==> config.mk <==
export PLATFORM = sky130hd
export DESIGN_NAME = bus68k_arbiter_flat
export DESIGN_NICKNAME = d
export VERILOG_FILES = /design/src/rtl/bus68k_arbiter_if.sv /design/src/rtl/bus68k_arbiter.sv /design/src/flat_wrapper.sv
export SDC_FILE = /design/constraint.sdc
export NUM_CORES = 1
export LEC_CHECK = 0
export BUFFER_PORTS_ARGS = -buffer_cell sky130_fd_sc_hd__buf_2
export CAP_MARGIN = 20
export CELL_PAD_IN_SITES_DETAIL_PLACEMENT = 0
export CELL_PAD_IN_SITES_GLOBAL_PLACEMENT = 1
export CORE_MARGIN = 2
export CORE_UTILIZATION = 18
export DETAILED_ROUTE_END_ITERATION = 6
export HOLD_SLACK_MARGIN = 0.1
export PLACE_DENSITY_LB_ADDON = 0.3
export SLEW_MARGIN = 20
export SYNTH_ARGS = -nofsm -noshare
export SYNTH_HDL_FRONTEND = slang
export SYNTH_SLANG_ARGS = --single-unit
==> constraint.sdc <==
create_clock -name clk -period 2.7 [get_ports clk]
set_input_delay 0.135 -clock clk [delete_from_list [all_inputs] [get_ports clk]]
set_output_delay 0.135 -clock clk [all_outputs]
set_load 0.005 [all_outputs]
==> src/rtl/bus68k_arbiter_if.sv <==
// 68k-style shared bus bundle used between requesters, arbiter and slave.
// master drives the cycle; slave answers with bus_ack/data_in.
interface bus68k;
    logic [23:0] addr;
    logic [15:0] data_out;
    logic        write_strobe;
    logic        as;
    logic        lds;
    logic        uds;
    logic        bus_ack;
    logic [15:0] data_in;

    modport master (
        output addr, data_out, write_strobe, as, lds, uds,
        input  bus_ack, data_in
    );

    modport slave (
        input  addr, data_out, write_strobe, as, lds, uds,
        output bus_ack, data_in
    );
endinterface

==> src/rtl/bus68k_arbiter.sv <==
// Two-master arbiter for a shared 68k-style slave (CPU + DMA/video).
// Optional slave-ack watchdog: define BUS68K_ARBITER_TIMEOUT_EN.
module bus68k_arbiter #(
    parameter int TIMEOUT_CYCLES = 1023,
    parameter bit FAIR           = 1'b1
) (
    input  logic       clk,
    input  logic       reset_n,
    bus68k.slave       m0,
    bus68k.slave       m1,
    bus68k.master      s,
    output logic [1:0] grant,
    output logic       timeout_err
);

    typedef enum logic [1:0] {
        IDLE    = 2'd0,
        OWN0    = 2'd1,
        OWN1    = 2'd2,
        RELEASE = 2'd3
    } state_t;

    state_t state;
    logic   last;
    logic   forced;
    logic   owner_as;

    assign owner_as = (state == OWN0) ? m0.as :
                      (state == OWN1) ? m1.as : 1'b0;

    // Ownership FSM; grant and last-served pointer are registered with it.
    always_ff @(posedge clk or negedge reset_n) begin
        if (!reset_n) begin
            state <= IDLE;
            grant <= 2'b00;
            last  <= 1'b1;
        end else begin
            unique case (state)
                IDLE: begin
                    if (m0.as && (!m1.as || !FAIR || last)) begin
                        state <= OWN0;
                        grant <= 2'b01;
                        last  <= 1'b0;
                    end else if (m1.as) begin
                        state <= OWN1;
                        grant <= 2'b10;
                        last  <= 1'b1;
                    end
                end
                OWN0: begin
                    if (!m0.as) begin
                        state <= RELEASE;
                        grant <= 2'b00;
                    end
                end
                OWN1: begin
                    if (!m1.as) begin
                        state <= RELEASE;
                        grant <= 2'b00;
                    end
                end
                RELEASE: begin
                    state <= IDLE;
                    grant <= 2'b00;
                end
                default: begin
                    state <= IDLE;
                    grant <= 2'b00;
                end
            endcase
        end
    end

`ifdef BUS68K_ARBITER_TIMEOUT_EN
    localparam int CW = (TIMEOUT_CYCLES > 1) ?
                        $clog2(TIMEOUT_CYCLES + 1) : 1;
    localparam logic [CW-1:0] LIMIT = CW'(TIMEOUT_CYCLES - 1);

    logic [CW-1:0] wd_cnt;

    // Watchdog: counts unacked owner cycles, then fakes an ack until as drops.
    always_ff @(posedge clk or negedge reset_n) begin
        if (!reset_n) begin
            wd_cnt      <= '0;
            forced      <= 1'b0;
            timeout_err <= 1'b0;
        end else begin
            timeout_err <= 1'b0;
            if (owner_as) begin
                if (!forced) begin
                    if (s.bus_ack) begin
                        wd_cnt <= '0;
                    end else if (wd_cnt == LIMIT) begin
                        wd_cnt      <= '0;
                        forced      <= 1'b1;
                        timeout_err <= 1'b1;
                    end else begin
                        wd_cnt <= wd_cnt + 1'b1;
                    end
                end
            end else begin
                wd_cnt <= '0;
                forced <= 1'b0;
            end
        end
    end
`else
    // TIMEOUT_CYCLES only matters when the watchdog is built in.
    logic [31:0] unused_tmo;
    logic        unused_own;
    assign unused_tmo  = 32'(TIMEOUT_CYCLES);
    assign unused_own  = owner_as;
    assign forced      = 1'b0;
    assign timeout_err = 1'b0;
`endif

    // Route the owner onto the slave and the slave's answer back to it.
    always_comb begin
        s.addr         = 24'h0;
        s.data_out     = 16'h0;
        s.write_strobe = 1'b0;
        s.as           = 1'b0;
        s.lds          = 1'b0;
        s.uds          = 1'b0;
        m0.bus_ack     = 1'b0;
        m0.data_in     = 16'h0;
        m1.bus_ack     = 1'b0;
        m1.data_in     = 16'h0;
        unique case (state)
            OWN0: begin
                s.addr         = m0.addr;
                s.data_out     = m0.data_out;
                s.write_strobe = m0.write_strobe;
                s.as           = m0.as;
                s.lds          = m0.lds;
                s.uds          = m0.uds;
                m0.bus_ack     = forced ? 1'b1 : s.bus_ack;
                m0.data_in     = forced ? 16'hFFFF : s.data_in;
            end
            OWN1: begin
                s.addr         = m1.addr;
                s.data_out     = m1.data_out;
                s.write_strobe = m1.write_strobe;
                s.as           = m1.as;
                s.lds          = m1.lds;
                s.uds          = m1.uds;
                m1.bus_ack     = forced ? 1'b1 : s.bus_ack;
                m1.data_in     = forced ? 16'hFFFF : s.data_in;
            end
            default: begin
            end
        endcase
    end

endmodule
==> src/flat_wrapper.sv <==
// flat-port wrapper written by rule: the top's interface ports become plain ports
module bus68k_arbiter_flat 
#(
    parameter int TIMEOUT_CYCLES = 1023,
    parameter bit FAIR           = 1'b1
)
  (clk, reset_n, grant, timeout_err, m0_addr, m0_data_out, m0_write_strobe, m0_as, m0_lds, m0_uds, m0_bus_ack, m0_data_in, m1_addr, m1_data_out, m1_write_strobe, m1_as, m1_lds, m1_uds, m1_bus_ack, m1_data_in, s_addr, s_data_out, s_write_strobe, s_as, s_lds, s_uds, s_bus_ack, s_data_in);
  bus68k m0_i ();
  bus68k m1_i ();
  bus68k s_i ();
  input  logic clk;
  input  logic reset_n;
  output logic [1:0] grant;
  output logic timeout_err;
  input wire logic [$bits(m0_i.addr)-1:0] m0_addr;
  input wire logic [$bits(m0_i.data_out)-1:0] m0_data_out;
  input wire logic [$bits(m0_i.write_strobe)-1:0] m0_write_strobe;
  input wire logic [$bits(m0_i.as)-1:0] m0_as;
  input wire logic [$bits(m0_i.lds)-1:0] m0_lds;
  input wire logic [$bits(m0_i.uds)-1:0] m0_uds;
  output wire logic [$bits(m0_i.bus_ack)-1:0] m0_bus_ack;
  output wire logic [$bits(m0_i.data_in)-1:0] m0_data_in;
  input wire logic [$bits(m1_i.addr)-1:0] m1_addr;
  input wire logic [$bits(m1_i.data_out)-1:0] m1_data_out;
  input wire logic [$bits(m1_i.write_strobe)-1:0] m1_write_strobe;
  input wire logic [$bits(m1_i.as)-1:0] m1_as;
  input wire logic [$bits(m1_i.lds)-1:0] m1_lds;
  input wire logic [$bits(m1_i.uds)-1:0] m1_uds;
  output wire logic [$bits(m1_i.bus_ack)-1:0] m1_bus_ack;
  output wire logic [$bits(m1_i.data_in)-1:0] m1_data_in;
  output wire logic [$bits(s_i.addr)-1:0] s_addr;
  output wire logic [$bits(s_i.data_out)-1:0] s_data_out;
  output wire logic [$bits(s_i.write_strobe)-1:0] s_write_strobe;
  output wire logic [$bits(s_i.as)-1:0] s_as;
  output wire logic [$bits(s_i.lds)-1:0] s_lds;
  output wire logic [$bits(s_i.uds)-1:0] s_uds;
  input wire logic [$bits(s_i.bus_ack)-1:0] s_bus_ack;
  input wire logic [$bits(s_i.data_in)-1:0] s_data_in;
  assign m0_i.addr = m0_addr;
  assign m0_i.data_out = m0_data_out;
  assign m0_i.write_strobe = m0_write_strobe;
  assign m0_i.as = m0_as;
  assign m0_i.lds = m0_lds;
  assign m0_i.uds = m0_uds;
  assign m0_bus_ack = m0_i.bus_ack;
  assign m0_data_in = m0_i.data_in;
  assign m1_i.addr = m1_addr;
  assign m1_i.data_out = m1_data_out;
  assign m1_i.write_strobe = m1_write_strobe;
  assign m1_i.as = m1_as;
  assign m1_i.lds = m1_lds;
  assign m1_i.uds = m1_uds;
  assign m1_bus_ack = m1_i.bus_ack;
  assign m1_data_in = m1_i.data_in;
  assign s_addr = s_i.addr;
  assign s_data_out = s_i.data_out;
  assign s_write_strobe = s_i.write_strobe;
  assign s_as = s_i.as;
  assign s_lds = s_i.lds;
  assign s_uds = s_i.uds;
  assign s_i.bus_ack = s_bus_ack;
  assign s_i.data_in = s_data_in;
  bus68k_arbiter #(.TIMEOUT_CYCLES(TIMEOUT_CYCLES), .FAIR(FAIR)) u_core (.clk(clk), .reset_n(reset_n), .m0(m0_i), .m1(m1_i), .s(s_i), .grant(grant), .timeout_err(timeout_err));
endmodule
---- Word level (Yosys, flattened, before mapping) ----
Cells that the tools add are included.
word-level totals
  word-level logic and storage cells ...... 36
  flip-flop bits (word level) ............. 5
  output and inout port bits .............. 81
  bits of input ports ..................... 107
cells by class
  reductions and logical operators ........ 7
  muxes and demuxes ....................... 20
  equality and inequality tests ........... 6
operators by type and width
  kind                                                                     count
  24-bit case mux with 2 select lines                                      1
  16-bit two-way mux                                                       2
  16-bit case mux with 2 select lines                                      1
  2-bit case mux with 4 select lines                                       2
  2-bit two-way mux                                                        6
  1-bit case mux with 2 select lines                                       4
  2-bit == test, second input constant                                     2
  1-bit two-way mux                                                        4
  2-bit inequality test, second input constant                             2
  3-bit by 2-bit inequality test with 1-bit output, second input constant  1
  3-bit AND reduction                                                      1
  2-bit by 1-bit == test with 1-bit output, second input constant          1
  2-bit logical NOT                                                        1
  2-bit AND reduction                                                      1
  2-bit nonzero test                                                       1
  1-bit logical AND                                                        1
  1-bit logical NOT                                                        1
  1-bit logical OR                                                         1

---- Depth between registers and ports, before layout ----
Gate-level depths: netlist of the first run.
  depth in word-level cells ............... 5
  depth in mapped cells ................... 6
  mapped depth without buffers ............ 5

---- Worst setup path after synthesis of the first run ----
Ideal clock, no wire load.
  path kind ............................... register -> register
  start ................................... register u_core.state[1]
  end ..................................... register u_core.state[1]
  stages on the path, launching flop included .. 7
  path buffers ............................ 1
  required time ........................... 2634 ps
  arrival ................................. 1399 ps
  path slack .............................. 1235 ps
  cells stage by stage .................... dfrtp_1 -> inv_1 -> ha_1 -> buf_6 -> a22o_1 -> a2111oi_4 -> a221o_1
between the ends
  word-level cells in the longest chain between the ends .. 3
  elaborated cells on any way between the ends .. 9
RTL lines
  element                                                                                              line                  RTL
  start, declared                                                                                      bus68k_arbiter.sv:23  state_t state;
  start signal, assigned                                                                               bus68k_arbiter.sv:34  state <= IDLE;
  start signal, assigned                                                                               bus68k_arbiter.sv:41  state <= OWN0;
  start signal, assigned                                                                               bus68k_arbiter.sv:45  state <= OWN1;
  2-bit == test (tied with other cells)                                                                -
  2-bit inequality test (no line) or 3-bit by 2-bit inequality test with 1-bit output (tied branches)  -
  3-bit AND reduction (no line)                                                                        -
Parallel ways exist; a longest one is shown, timed or not.
A chain may end at the register's enable or synchronous reset.

---- Worst setup path after layout of the first run ----
  start ................................... register u_core.state[0]
  end ..................................... output port s_addr[22]
between the ends
  word-level cells in the longest chain between the ends .. 2
  elaborated cells on any way between the ends .. 3
RTL lines
  element                                                                    line                   RTL
  2-bit == test or 2-bit by 1-bit == test with 1-bit output (tied branches)  -
  24-bit case mux with 2 select lines (*)                                    bus68k_arbiter.sv:129  unique case (state)
  end, declared                                                              flat_wrapper.sv:31     output wire logic [$bits(s_i.addr)-1:0] s_addr;
Mark *: on every way between the ends. The rest lies on a longest branch, timed or not.

==> results of run 1 <==
cell usage after synthesis (2+ instances only):
master,instances
inv_1,5
o21ai_0,2
and2_1,34
ha_1,3
clkbuf_1,16
nor2b_1,43
a22oi_1,43
dfrtp_1,4
path summary, 6_finish.rpt:
path                       cells past startpoint  slack (ns)       startpoint         endpoint
setup / recovery                               5        0.55  u_core.state[0]       s_addr[22]
hold / removal                                 2        0.20            m0_as      u_core.last
setup reg to reg                               5        0.86  u_core.state[1]  u_core.state[1]
hold reg to reg                                1        0.49  u_core.grant[1]  u_core.grant[1]
max in group asynchronous                      2        2.24          reset_n      u_core.last
min in group asynchronous                      2        0.25          reset_n  u_core.state[1]
per-layer routing:
layer,vias up,track usage [%]
met1,824,14.1
met3,4,2.19
met4,0,2.70
met2,109,23.9
li1,947,-
met5,-,0
power breakdown:
group          internal [mW]  switching [mW]  leakage [nW]
Sequential             0.120          0.0304        0.0616
Combinational          0.925           0.910          1.19
Clock                  0.101          0.0383        0.0228
Total                   1.15           0.979          1.27
area by class of cell:
| cell class | instances | area, sq um | share of cell area, % |
|---|---|---|---|
| inverters | 5 | 18.8 | 0.830 |
| multi-input cells | 140 | 988 | 43.7 |
| clock buffers | 4 | 45.0 | 1.99 |
| flip-flops and latches | 5 | 126 | 5.59 |
| well taps | 80 | 100 | 4.42 |
| repair buffers | 191 | 983 | 43.5 |
sequential cells by signal (all words and copies together) (netlist names):
signal        cells
u_core.state      2
u_core.last       1
u_core.grant      2
worst reg2reg max path: stages, from the launching register on:
cell and delay (ns):
dfrtp_1 0.39, inv_1 0.08, ha_2 0.50, a22oi_2 0.21
and2_0 0.19, a221o_1 0.35
cells by family after synthesis:
family / share of synthesized area [%]
simple gates: 41.2
compound gates: 35.6
buf+inv: 9.49
flops: 10.3
fa+ha+maj: 3.06
other cells: 0.306
repair_timing:
item	CTS	global route
buffers inserted	0	0
hold endpoints to repair	5	0
endpoints found under the setup margin	0	0
hold buffers	1	0
==> metrics.md, run 1 <==
| Metric | Value |
|---|---|
| Status | finished clean |
| Die area | 7490 sq um |
| Initial Util | 18.4% |
| Final setup violation count | 0 |
| First DRT Iteration DRCs | 45 |
| Core Util, Final | 33.9% |
| Antenna diode count | 0 |
| PnR worst setup slack | 0.549 ns |
| Pwr Total | 2.13 mW |
| Fin. Hold Viols | 0 |
| Syn Area/Cell | 7.21 sq um |
| Worst-skew pair later-pin latency | 0.22 ns |
| Post_cts resized | 0 |
| Antenna-violating nets left | 0 |
| GRT Residual Overflow | 0 |
| CP Data Arrival Time | 2.02 ns |
| Met3 Wirelength | 523 microns |
| Share of cells above drive strength 1 | 58.0% |
| Leakage Power | 1.27 nW |
| Worst Hold Class | in -> reg |
| Slowest-stage cell, CP | ha_1 |
| Post-Route WL | 5230 microns |
| Post-Place Cells | 420 |
| Post-synth top area share | 26.3% |
| Largest stage delay, worst path | 0.70 ns |
| Number of max-cap violations | 0 |
| Post-layout min period | 2.15 ns |
| Hold slack | 0.202 ns |
| Rows | 30 |
| Initial antenna violation count | 0 |
| Commonest non-fill, non-tap cell in the layout | buf_2 |
| Fraction of registers with async set/reset | 100% |
| Synthesized Nets | 280 |
| Total GRT Usage | 12.4% |
| Sequential share of the synthesized area | 10.3% |
| Skew final | 0.00304 ns |
| TritonCTS buffer count | 3 |
| Post-Syn Area | 1230 sq um |
| Met2 wire length | 2660 microns |
| Routed len/inst | 12.3 microns |
| Worst EP required | 2.57 ns |
| CP cell instances | inv_1, ha_1, buf_4, nor2b_1, buf_2 |
| RSZ-0062 raised after global routing | false |
| Clk buf depth | 2 |
| Port Buf Inserts | 186 |
| Detail Placement HPWL | 4200 microns |
| Boundary pin count | 188 |
| Core area | 6680 sq um |
| Critical path class | reg -> out |
| Most frequent cells in the layout | 186 x buf_2, 43 x a22oi_1, 43 x nor2b_1 |
| CTS sink cnt | 5 |
| Yosys warning total | 0 |
| Die height | 86.5 microns |
| Layout fillers | 733 |
| Root Driver | clkbuf_8 |
| Post-synthesis cell count | 170 |
| Yosys reg bits | 5 |
| Slew @ Worst Pin | 0.637 ns |
| Die width | 86.5 microns |
| Vias per inst | 4.43 |
| Ys flop type | dfrtp_1 |
| Pre-antenna DRT Iters | 4 |
| Fmax | 0.465 GHz |
| Setup TNS Final | 0 ns |
| Synth cell types | 28 |
| Area grow syn2layout | 84.5% |
| Max VDD drop | 567 uV |
| Via count | 1884 |
| DR DRC count | 0 |
| Largest net degree at the start of global routing | 38 |
| Critical path peak fanout | 26 |
| Post-synth EDFFs | 0 |
| Area leader, netlist | a22oi_1 |
| CTS tree | yes |
| CP Capture Type | output port |
| CTS H-tree depth | 1 |
| Final slew viol count | 0 |
| Finished Layout Cells | 425 |
| Fin nets | 456 |
| Type of origin of the critical path | flip-flop |
| Vias in the first global route | 1679 |
| Worst-path clk slew | 0.04 ns |
| Area after DPL | 2210 sq um |
| Final GP Congestion | 0.680 |
| Relative slew slack | 57.5% |
| Crit share post-route | 79.7% |
| CP delay by family, top | adder cells |
| Pwr/cell area | 939 nW/um^2 |
| Dominant cells by area after synthesis | a22oi_1 26%, nor2b_1 22%, and2_1 17%, dfrtp_1 8.2%, clkbuf_1 4.9% |
| Dpl ws | 0.742 ns |
| Global-route wire length before repair | 7650 microns |
| Buf+Inv Stages, Crit Path | 3 |
| Design area | 2260 sq um |
| Met1 wire length | 2010 microns |
| DR top layer | met4 |
Power figures use the tool's default switching activity.
==> run 2: changes to the inputs <==
Settings changed: ABC_AREA set to 1, CORE_UTILIZATION 18 to 15.
Clock period 2.7 ns to 1.75 ns, I/O delays scaled along.
==> run 2 against run 1 <==
  * Clock power is 50% higher
  * Critical endpoint is now s_as
  * Die area rose by 26%
  * Global-route usage shrank 2.4 points
  * Via count grew 15%
==> metrics.md, run 2 <==
| Metric | Value |
|---|---|
| Status | finished clean |
| Worst-path clk slew | 0.04 ns (about the same) |
| Initial Util | 15.2% (-3.2 points) |
| Worst-skew pair later-pin latency | 0.22 ns (about the same) |
| Root Driver | clkbuf_8 |
| Syn Area/Cell | 4.92 sq um (-32%) |
| Initial antenna violation count | 0 (unchanged) |
| Fraction of registers with async set/reset | 100% (unchanged) |
| Most frequent cells in the layout | 186 x buf_2, 139 x nand2_1, 42 x a21oi_1 |
| CP Capture Type | output port |
| Via count | 2161 (+15%) |
| Net Switching | 1.73 mW (+76%) |
| Post-Route WL | 5450 microns (+4.3%) |
| Die height | 97.3 microns (+12%) |
| CP Data Arrival Time | 1.55 ns (-0.47 ns) |
| Largest net degree at the start of global routing | 27 (-29%) |
| Port Buf Inserts | 186 (unchanged) |
| Synth cell types | 18 (-36%) |
| Die area | 9460 sq um (+26%) |
| Area after DPL | 2300 sq um (+4.4%) |
| Pwr/cell area | 1370 nW/um^2 (+45%) |
| Clk buf depth | 2 (unchanged) |
| Worst Hold Class | in -> reg |
| Post-Place Cells | 548 (+30%) |
| Sequential share of the synthesized area | 9.68% (-0.62 points) |
| Post-layout min period | 1.64 ns |
| Detail Placement HPWL | 4450 microns (+5.8%) |
| Post-synth EDFFs | 0 (unchanged) |
| Critical path peak fanout | 11 (-58%) |
| Yosys reg bits | 5 (unchanged) |
| Dominant cells by area after synthesis | nand2_1 40%, a21oi_1 16%, inv_1 12%, dfrtp_1 7.7%, buf_6 6.9% |
| Pwr Total | 3.26 mW (+53%) |
| Final slew viol count | 0 (unchanged) |
| Fin. Hold Viols | 0 (unchanged) |
| Flop2flop setup slack | 0.37 ns (-0.49 ns) |
| Worst EP required | 1.66 ns (-0.91 ns) |
| Sequential power share | 6.7% (-0.4 points) |
| Post-Syn Area | 1310 sq um (+6.4%) |
| Die width | 97.3 microns (+12%) |
| Total setup buffers inserted after CTS | 0 (unchanged) |
| Rows | 34 (+13%) |
| Critical path class | reg -> out |
| Vias in the first global route | 1931 (+15%) |
| Count leader, synth | nand2_1 |
| Setup TNS Final | 0 ns (unchanged) |
| Fin nets | 556 (+22%) |
| Area leader, netlist | nand2_1 |
| Layout fillers | 983 (+34%) |
| Pre-antenna DRT Iters | 4 (unchanged) |
| Ys flop type | dfrtp_1 |
| Design area | 2390 sq um (+5.5%) |
| Boundary pin count | 188 (unchanged) |
| Skew final | 0.000308 ns (-0.00273 ns) |
| Routed len/inst | 9.86 microns (-20%) |
| Core area | 8590 sq um (+29%) |
| Crit share post-route | 93.8% |
| Largest regs | u_core.grant: 2 flops, u_core.state: 2 flops, u_core.last: 1 flops |
| Sw frac | 53.0% (+6.9 points) |
| Number of max-cap violations | 0 (unchanged) |
| Final GP Congestion | 0.809 (+19%) |
| TritonCTS buffer count | 3 (unchanged) |
| Type of origin of the critical path | flip-flop |
| Antenna diode count | 0 (unchanged) |
| Clk pwr share | 6.5% (about the same) |
| DR DRC count | 0 (unchanged) |
| Fmax | 0.609 GHz |
| Post-synthesis cell count | 265 (+56%) |
| Post-synth top cells | 139 x nand2_1, 43 x a21oi_1, 41 x inv_1 |
| Yosys warning total | 0 (unchanged) |
| Share of cells above drive strength 1 | 47.2% (-11 points) |
| First DRT Iteration DRCs | 53 (+18%) |
| CTS tree | yes |
| Dpl ws | 0.256 ns (-0.486 ns) |
| Final setup violation count | 0 (unchanged) |
| CTS sink cnt | 5 (unchanged) |
| Synthesized Nets | 375 (+34%) |
| Area grow syn2layout | 82.9% |
| Global-route wire length before repair | 8210 microns (+7.3%) |
| Commonest non-fill, non-tap cell in the layout | buf_2 |
| P_int | 1.53 mW (+34%) |
| Total GRT Usage | 10.0% (-2.4 points) |
| Post-synth top area share | 40.0% (+14 points) |
| Finished Layout Cells | 553 (+30%) |
| Antenna-violating nets left | 0 (unchanged) |
| Part of the power in combinational logic | 86.8% (+0.5 points) |
| GRT Residual Overflow | 0 (unchanged) |
| Max VDD drop | 705 uV (+24%) |
| CTS H-tree depth | 1 (unchanged) |
| Vias per inst | 3.91 (-12%) |
| RSZ-0062 raised after global routing | false |
| PnR worst setup slack | 0.108 ns (-0.441 ns) |
| Leakage Power | 1.64 nW (+29%) |
==> run 2: critical path, stage by stage, from the launching register on <==
cell     delay, ns
dfrtp_1       0.41
inv_1         0.10
ha_2          0.22
buf_4         0.20
nand2_2       0.08
nand2_4       0.08
inv_2         0.05
nor2_1        0.08
buf_2         0.12
==> run 2: final timing paths <==
check,cells after the start,startpoint,endpoint
max,8,u_core.state[1],s_as
min,4,m0_as,u_core.last
max reg2reg,9,u_core.state[1],u_core.grant[0]
min reg2reg,2,u_core.grant[0],u_core.grant[0]
max in group asynchronous,2,reset_n,u_core.last
min in group asynchronous,2,reset_n,u_core.grant[0]
==> run 2: what timing repair did <==
item | CTS | global route
hold buffers | 1 | 0
gates resized for setup | 0 | 6
setup endpoints to repair | 0 | 13
hold endpoints to repair | 5 | 0
==> run 2: metrics by stage <==
step	hold slack, ns	utilization (%)
after floorplan	-0.208	-
after CTS	0.205	27.4
after detailed placement	-0.0845	26.8
after global routing	0.228	27.8
final	0.196	27.8
after global placement	-0.0846	26.8
==> run 2: layout make-up <==
class | instances | area [sq um] | share of cell area [%]
Timing Repair Buffer | 195 | 1040 | 43.6
Multi-Input combinational cell | 198 | 878 | 36.8
Inverter | 43 | 161 | 6.76
Tap cell | 108 | 135 | 5.66
Sequential cell | 5 | 126 | 5.29
Clock buffer | 4 | 45.0 | 1.89
==> run 2: kinds of logic after synthesis <==
group	Yosys count	share of synthesized area (%)
adders and majority gates	3	2.88
AOI/OAI and AO/OA	44	16.9
buffers and inverters	62	24.4
other	1	0.287
DFF	5	9.68
and+or+nand+nor	150	45.8
==> run 2: power by group through the flow <==
stage	Combinational (mW)	Clock, mW	Sequential [mW]
final	2.83	0.210	0.219
after floorplan	1.78	0	0.210
after global placement	2.83	0	0.215
after global routing	3.23	0.219	0.226
after CTS	2.81	0.214	0.215
after detailed placement	2.81	0	0.216
==> run 2: routing by layer <==
metal / global-route usage [%] / part of all wire, %
met1: 10.8 / 39
met2: 20.8 / 53
met3: 1.15 / 7.4
met4: 1.39 / 0.26
met5: 0 / 0
